$ cat src/rtl/keccak_squeeze_stream.sv
// keccak_squeeze_stream: streams out_len bytes from the Keccak state in WORD_W words, requesting a permutation per exhausted rate block; optional dout_keep via KECCAK_SQZ_KEEP_EN
module keccak_squeeze_stream #(
  parameter int WORD_W = 64,
  parameter int LEN_W  = 16,
  parameter int SEL_W  = 6
) (
  input  logic             clk,
  input  logic             rst,
  input  logic             i_start,
  input  logic [7:0]       i_rate_bytes,
  input  logic [LEN_W-1:0] i_out_len,
  input  logic             i_hold_en,
  input  logic             i_resume,
  output logic             o_perm_start,
  input  logic             i_perm_done,
  output logic [SEL_W-1:0] o_state_word_sel,
  output logic             o_dout_valid,
  input  logic             i_dout_ready,
  output logic             o_dout_last,
  output logic             o_busy,
  output logic             o_done
`ifdef KECCAK_SQZ_KEEP_EN
  ,output logic [WORD_W/8-1:0] o_dout_keep
`endif
);
  localparam int WB = WORD_W / 8;
  localparam int KW = $clog2(WB);
  localparam logic [LEN_W:0] WB_L = (LEN_W + 1)'(WB);
  typedef enum logic [2:0] {IDLE, EMIT, PERM, HOLD, DONE} state_t;
  state_t r_state, w_state_d;
  logic [LEN_W:0] r_remaining;
  logic [SEL_W-1:0] r_word_cnt, r_rate_last;
  logic r_hold_en, r_perm_start;
  logic w_xfer, w_last, w_load, w_perm_req;
  logic [7:0] w_rate_words;
  assign w_rate_words = i_rate_bytes >> KW;
  assign w_last = r_remaining <= WB_L;
  assign w_load = i_start & (r_state == IDLE | r_state == DONE);
  assign o_dout_valid = r_state == EMIT;
  assign w_xfer = o_dout_valid & i_dout_ready;
  assign o_dout_last = o_dout_valid & w_last;
  assign o_state_word_sel = r_word_cnt;
  assign o_perm_start = r_perm_start;
  assign o_busy = r_state == EMIT | r_state == PERM | r_state == HOLD;
  assign o_done = r_state == DONE;
`ifdef KECCAK_SQZ_KEEP_EN
  // shifting all-ones by remaining leaves exactly the low remaining bytes enabled; remaining == WB shifts to zero, i.e. full word
  assign o_dout_keep = !o_dout_valid ? '0 : w_last ? ~({WB{1'b1}} << r_remaining[KW:0]) : '1;
`endif
  always_comb begin
    w_state_d = r_state;
    w_perm_req = 1'b0;
    case (r_state)
      IDLE, DONE: if (i_start) w_state_d = (i_out_len == '0) ? DONE : EMIT;
      EMIT: if (w_xfer) begin
        // the final word wins over the rate boundary so no unneeded permutation is requested
        w_state_d = w_last ? DONE : (r_word_cnt == r_rate_last) ? PERM : EMIT;
        w_perm_req = !w_last && r_word_cnt == r_rate_last;
      end
      PERM: if (i_perm_done) w_state_d = r_hold_en ? HOLD : EMIT;
      HOLD: if (i_resume) w_state_d = EMIT;
      default: w_state_d = IDLE;
    endcase
  end
  always_ff @(posedge clk) begin
    if (rst) begin
      r_state <= IDLE;
      r_remaining <= '0;
      r_word_cnt <= '0;
      r_rate_last <= '0;
      r_hold_en <= 1'b0;
      r_perm_start <= 1'b0;
    end else begin
      r_state <= w_state_d;
      r_perm_start <= w_perm_req;
      if (w_load) begin
        r_remaining <= {1'b0, i_out_len};
        r_word_cnt <= '0;
        r_rate_last <= SEL_W'(w_rate_words - 8'd1);
        r_hold_en <= i_hold_en;
      end else if (w_xfer) begin
        r_remaining <= w_last ? '0 : r_remaining - WB_L;
        r_word_cnt <= w_perm_req ? '0 : r_word_cnt + SEL_W'(1);
      end
    end
  end
endmodule
$ cat config.mk
export PLATFORM = sky130hd
export DESIGN_NAME = keccak_squeeze_stream
export DESIGN_NICKNAME = d
export VERILOG_FILES = /design/src/rtl/keccak_squeeze_stream.sv
export SDC_FILE = /design/constraint.sdc
export NUM_CORES = 1
export LEC_CHECK = 0
export ABC_CLOCK_PERIOD_IN_PS = 2150
export CELL_PAD_IN_SITES_DETAIL_PLACEMENT = 0
export CELL_PAD_IN_SITES_GLOBAL_PLACEMENT = 2
export CORE_UTILIZATION = 29
export DETAILED_ROUTE_END_ITERATION = 12
export GPL_TIMING_DRIVEN = 0
export PLACE_DENSITY_LB_ADDON = 0.12
export SLEW_MARGIN = 20
export SYNTH_ARGS = -nofsm -noshare
export SYNTH_HDL_FRONTEND = slang
export SYNTH_SLANG_ARGS = --single-unit
export TNS_END_PERCENT = 20
$ cat constraint.sdc
create_clock -name clk -period 2.15 [get_ports clk]
set_clock_uncertainty 0.1 [all_clocks]
set_input_delay 0.43 -clock clk [delete_from_list [all_inputs] [get_ports clk]]
set_output_delay 0.43 -clock clk [all_outputs]
set_load 0.005 [all_outputs]
After elaboration in Yosys (flattened, before gate mapping)
Index checks and enable logic that the tools add are counted.
{"block": "word_totals", "register_bits": 34, "latchBits": 0, "ram_bits": 0, "romBits": 0, "input_bits": 31, "output_inout_bits": 11, "elab_cells": 49, "memories": 0}
{"block": "op_classes", "addsub": 3, "multipliers": 0, "n_div": 0, "magnitude_cmp": 1, "n_eq_ne": 9, "shifts": 0, "muxes": 15, "n_bitwise": 6, "reduce_logical": 8}
{"cell": "$mux 16", "count": 2}
{"cell": "$mux 3", "count": 6}
{"cell": "$le 17x4->1 const B", "count": 1}
{"cell": "$mux 17", "count": 1}
{"cell": "$sub 17x4->17 const B", "count": 1}
{"cell": "$logic_not 16->1", "count": 1}
{"cell": "$pmux 3 s4", "count": 1}
{"cell": "$add 6x1->6 const B", "count": 1}
{"cell": "$eq 3x2->1 const B", "count": 2}
{"cell": "$eq 6x6->1", "count": 1}
{"cell": "$mux 6", "count": 1}
{"cell": "$ne 2x2->1 const B", "count": 3}
{"cell": "$sub 5x1->6 const B", "count": 1}
{"cell": "$mux 2", "count": 2}
{"cell": "$reduce_and 4->1", "count": 1}
{"cell": "$reduce_or 2->1", "count": 2}
{"cell": "$and 1x1->1", "count": 3}
{"cell": "$eq 3x1->1 const B", "count": 1}
{"cell": "$eq 3x3->1 const B", "count": 1}
{"cell": "$logic_not 3->1", "count": 1}
{"cell": "$or 1x1->1", "count": 3}
{"cell": "$mux 1", "count": 2}
{"cell": "$ne 2x1->1 const B", "count": 1}
{"cell": "$reduce_bool 2->1", "count": 1}
{"cell": "2 further kinds", "count": 2}

Longest topological paths before layout
{"block": "logic_depth", "depth_word": 6, "mapped_depth": 7, "mapped_depth_nobuf": 7}

Worst setup path after synthesis
No wires, ideal clock.
{"block": "synth_path", "path_type": "register to register", "from": "reg r_remaining[8]", "to": "reg r_remaining[14]", "setup_time_ps": 132, "t_arrival_ps": 1671, "t_required_ps": 1918, "slack_ps": 247, "path_stages_with_launch": 6, "path_buffers": 0, "cell_sequence": "dfxtp_1 > or3_4 > or4_4 > o31a_1 > o21ai_1 > a21oi_1"}
{"block": "synth_between", "elab_chain_len": 4}
{"element": "start, declared", "line_no": "31", "source": "logic [LEN_W:0] r_remaining;"}
{"element": "start signal, assigned", "line_no": "77", "source": "r_remaining <= {1'b0, i_out_len};"}
{"element": "start signal, assigned", "line_no": "82", "source": "r_remaining <= w_last ? '0 : r_remaining - WB_L;"}
{"element": "$sub 17x4->17 / $le 17x4->1 (equally long branches)", "line_no": "82, 37"}
{"element": "$mux 17 *", "line_no": "82"}
{"element": "$mux 16 *", "line_no": "81", "source": "end else if (w_xfer) begin"}
{"element": "$mux 16 *", "line_no": "76", "source": "if (w_load) begin"}
Every way passes the cells marked *; elsewhere a longest branch is shown, timed or not. The select of a mux whose other input is x is not followed.
A chain may end at the register's enable or synchronous reset.

Final worst setup path
{"block": "layout_path", "from": "reg r_remaining[1]", "to": "out o_dout_last"}
{"block": "layout_between", "elab_chain_len": 2}
{"element": "$le 17x4->1", "line_no": "37", "source": "assign w_last = r_remaining <= WB_L;"}
{"element": "$and 1x1->1", "line_no": "41", "source": "assign o_dout_last = o_dout_valid & w_last;"}
{"element": "end, declared", "line_no": "19", "source": "output logic o_dout_last,"}
Every way passes these cells.

==> summary.md <==
| Metric | Value |
|---|---|
| DR DRC count | 6 |
| Worst-path cell chain | or4b_4, o21a_1, nor3_2, buf_2 |
| Cell family with most CP delay | simple AND/OR/NAND/NOR gates |
| EDFF count, synth | 0 |
| CP Depth | 4 |
| Asr flop ratio synth | 0 |
| Total number of vias | 1969 |
| GR Overflow Total | 0 |
| Syn avg cell area | 8.11 µm² |
| # setup viols final | 1 |
| Synth Register Bits | 34 |
| Initial antenna violation count | 0 |
| Most frequent cells in the layout | clkdlybuf4s50_1 (36), dfxtp_1 (29), nor2_1 (24), nand2_1 (21), a21oi_1 (19) |
| Detailed placer's ending HPWL | 4340 µm |
| CP Class | reg -> out |
| Max Clk Rate | 449 MHz |
| Final Net Count | 328 |
| Worst Tran Pin Value | 0.645 ns |
| Die height | 84.3 µm |
| Latest clock arrival within the worst-skew pair | 0.30 ns |
| Top cell type's share of synthesized area | 0.347 |
| Post-synthesis cell count | 242 |
| Peak supply drop | 0.000347 V |
| Area growth syn-to-layout | 37.9% |
| Antenna Violating Nets Remaining | 0 |
| GP Congestion | 0.726 |
| Slowest-stage cell, CP | or4b_4 |
| Area after DPL | 2440 µm² |
| Mapped Area | 1960 µm² |
| Slew headroom | 0.570 |
| Post-synth top flop | dfxtp_1 |
| Die width | 84.3 µm |
| Design Power | 2.15 mW |
| Inserted Clock Buffers | 5 |
| Starting density of the core | 0.305 |
| Max-Cap Viols | 0 |
| Layout cells sized above 1 | 0.146 |
| Routed WL | 6140 µm |
| Most common cell after layout, fill and taps aside | clkdlybuf4s50_1 |
| R2R setup slack | 0.08 ns |
| Clock transition at path regs | 0.07 ns |
| Core area | 6420 µm² |
| WHS Path Cells | 2 |
| Period utilization | 1.04 |
| Port Buffers | 38 |
| Hold EP | r_hold_en$_SDFFE_PP0P_ |
| Total GRT Usage | 0.183 |
| Clk buf depth | 2 |
| Vias in the first global route | 1832 |
| Dpl ws | -0.619 ns |
| Data required time at the worst endpoint | 1.62 ns |
| Initial DRC count | 67 |
| Power Density | 794 nW/µm² |
| Slew Viols, Final | 0 |
| Io pins | 42 |
| Inst Count DP | 357 |
| Cell Rows | 29 |
| Layout fillers | 685 |
| Unrepaired setup endpoints after global routing | yes |
| Syn_nets | 276 |
| R2R Path End | r_remaining[7]$_SDFFE_PP0P_ |
| Fin crit period | 2.23 ns |
| Worst path max stage delay | 0.53 ns |
| Worst reg2reg path startpoint | r_remaining[1]$_SDFFE_PP0P_ |
| Area leader, netlist | dfxtp_1 |
| Type of the most critical hold path | reg -> reg |
| Endpoint class of the critical path | output pin |
| Outcome | complete, but fails checks |
| Netlist cell types | 50 |
| Leak pwr | 1.02 nW |
| DR WL/cell | 16.5 µm |
| First-pass GRT wire length | 9990 µm |
| Area contributors post-synth | dfxtp_1 (35%), xor2_1 (5.8%), a21oi_1 (4.8%), nor2_1 (4.6%), nand2_1 (4.0%) |
| Core Util, Final | 0.421 |
| R2r worst-path depth | 5 |
| Inserted Diodes | 0 |
| DR pass1 iterations | 8 |
| Failing checks | design-rule violations, negative setup slack |
| H-tree levels | 2 |
| Vias/cell | 5.29 |
| Slack of the critical path | -0.0784 ns |
| Worst setup SP type | flip-flop |
| Total die area | 7100 µm² |
| HP Start | r_hold_en$_SDFFE_PP0P_ |
| Fin Setup TNS | -0.0784 ns |
| Largest net degree at the start of global routing | 13 |
| YS warnings | 0 |
| Post-synthesis sequential area ratio | 0.347 |
| CTS root buf | clkbuf_8 |
| Worst Path Max Fanout | 2 |
| Final Hold Vio Count | 0 |
| CP arrival | 1.70 ns |
| Clk sinks | 34 |
| Final hold slack | 0.354 ns |
| CTS tree | built |
| Buf+Inv Stages, Crit Path | 1 |
| Finished Cell Area | 2710 µm² |
| Final Non-Filler Cells | 372 |
cell type report:
| type | count | area, µm² | area share |
|---|---|---|---|
| multi-input cells | 189 | 1290 | 0.478 |
| flip-flops and latches | 34 | 692 | 0.256 |
| repair buffers | 45 | 430 | 0.159 |
| well taps | 77 | 96.3 | 0.0356 |
| clock buffers | 5 | 68.8 | 0.0254 |
| plain buffers | 10 | 46.3 | 0.0171 |
| clock inverters | 3 | 45.0 | 0.0166 |
| inverters | 9 | 33.8 | 0.0125 |
how the worst max path moves through the flow:
stage	endpoint	slack (ns)	from
2_1_floorplan	r_remaining[14]$_SDFFE_PP0P_	0.25	r_remaining[8]$_SDFFE_PP0P_
4_1_cts	o_dout_last	-0.13	r_remaining[1]$_SDFFE_PP0P_
6_report	o_dout_last	-0.08	r_remaining[1]$_SDFFE_PP0P_
3_5_place_dp	o_dout_last	-0.62	r_remaining[13]$_SDFFE_PP0P_
5_1_grt	o_dout_last	-0.14	r_remaining[12]$_SDFFE_PP0P_
3_3_place_gp	o_dout_last	-0.59	r_remaining[13]$_SDFFE_PP0P_
Yosys cell counts, types with 2 or more instances:
cell	number
a2111oi_0	2
a211oi_1	8
a21oi_1	19
a222oi_1	3
a22oi_1	2
a31oi_1	2
and2_1	4
and3_1	2
buf_2	2
clkbuf_1	8
dfxtp_1	34
ha_1	3
inv_1	9
mux2i_1	2
nand2_1	21
nand2b_1	2
nand3_1	12
nand3b_1	3
nand4_1	4
nor2_1	24
nor2b_1	2
nor3_1	6
nor3b_1	2
nor4_1	11
o21a_1	2
o21ai_0	5
o21ai_1	2
o31a_1	3
or3_1	3
xnor2_1	8
xor2_1	13
registers in the layout, indices dropped and copies added, names as in the netlist:
name / cells
r_state: 3
r_rate_last: 6
r_remaining: 17
r_hold_en: 1
o_perm_start: 1
o_state_word_sel: 6
worst min-delay path, cell delays in order (launching register included):
cell,delay (ns)
dfxtp_1,0.31
nand2_1,0.05
a21oi_1,0.05
timing repair:
action,in CTS,in global routing
pin swaps,3,8
cloned,0,0
setup endpoints to repair,15,16
buffers inserted,3,4
hold buffers,0,0
resized for setup,22,11
hold endpoints to repair,0,0
logic make-up (layout without fill, tap and decap cells):
logic type / Yosys count / in the layout / share of synthesized area
muxes: 2 / 2 / 0.0102
buffers and inverters: 19 / 72 / 0.0376
and+or+nand+nor: 106 / 106 / 0.290
AOI/OAI and AO/OA: 57 / 57 / 0.202
xor gates and xnor gates: 21 / 21 / 0.0938
adders and majority gates: 3 / 3 / 0.0191
DFF: 34 / 34 / 0.347
per-layer routing:
layer / wire (µm) / share of wire / vias to the layer above / GRT usage
met1: 2960 / 0.48 / 918 / 0.254
met4: 85 / 0.014 / 0 / 0.0470
met2: 2780 / 0.45 / 49 / 0.294
met3: 309 / 0.050 / 8 / 0.0315
li1: - / - / 994 / -
met5: 0 / 0 / - / 0
power breakdown:
part	total [mW]	internal, mW	switching [mW]
combinational	0.751	0.362	0.388
sequential	0.782	0.694	0.0876
clock	0.615	0.345	0.270
total	2.15	1.40	0.746
Power figures use the tool's default switching activity.
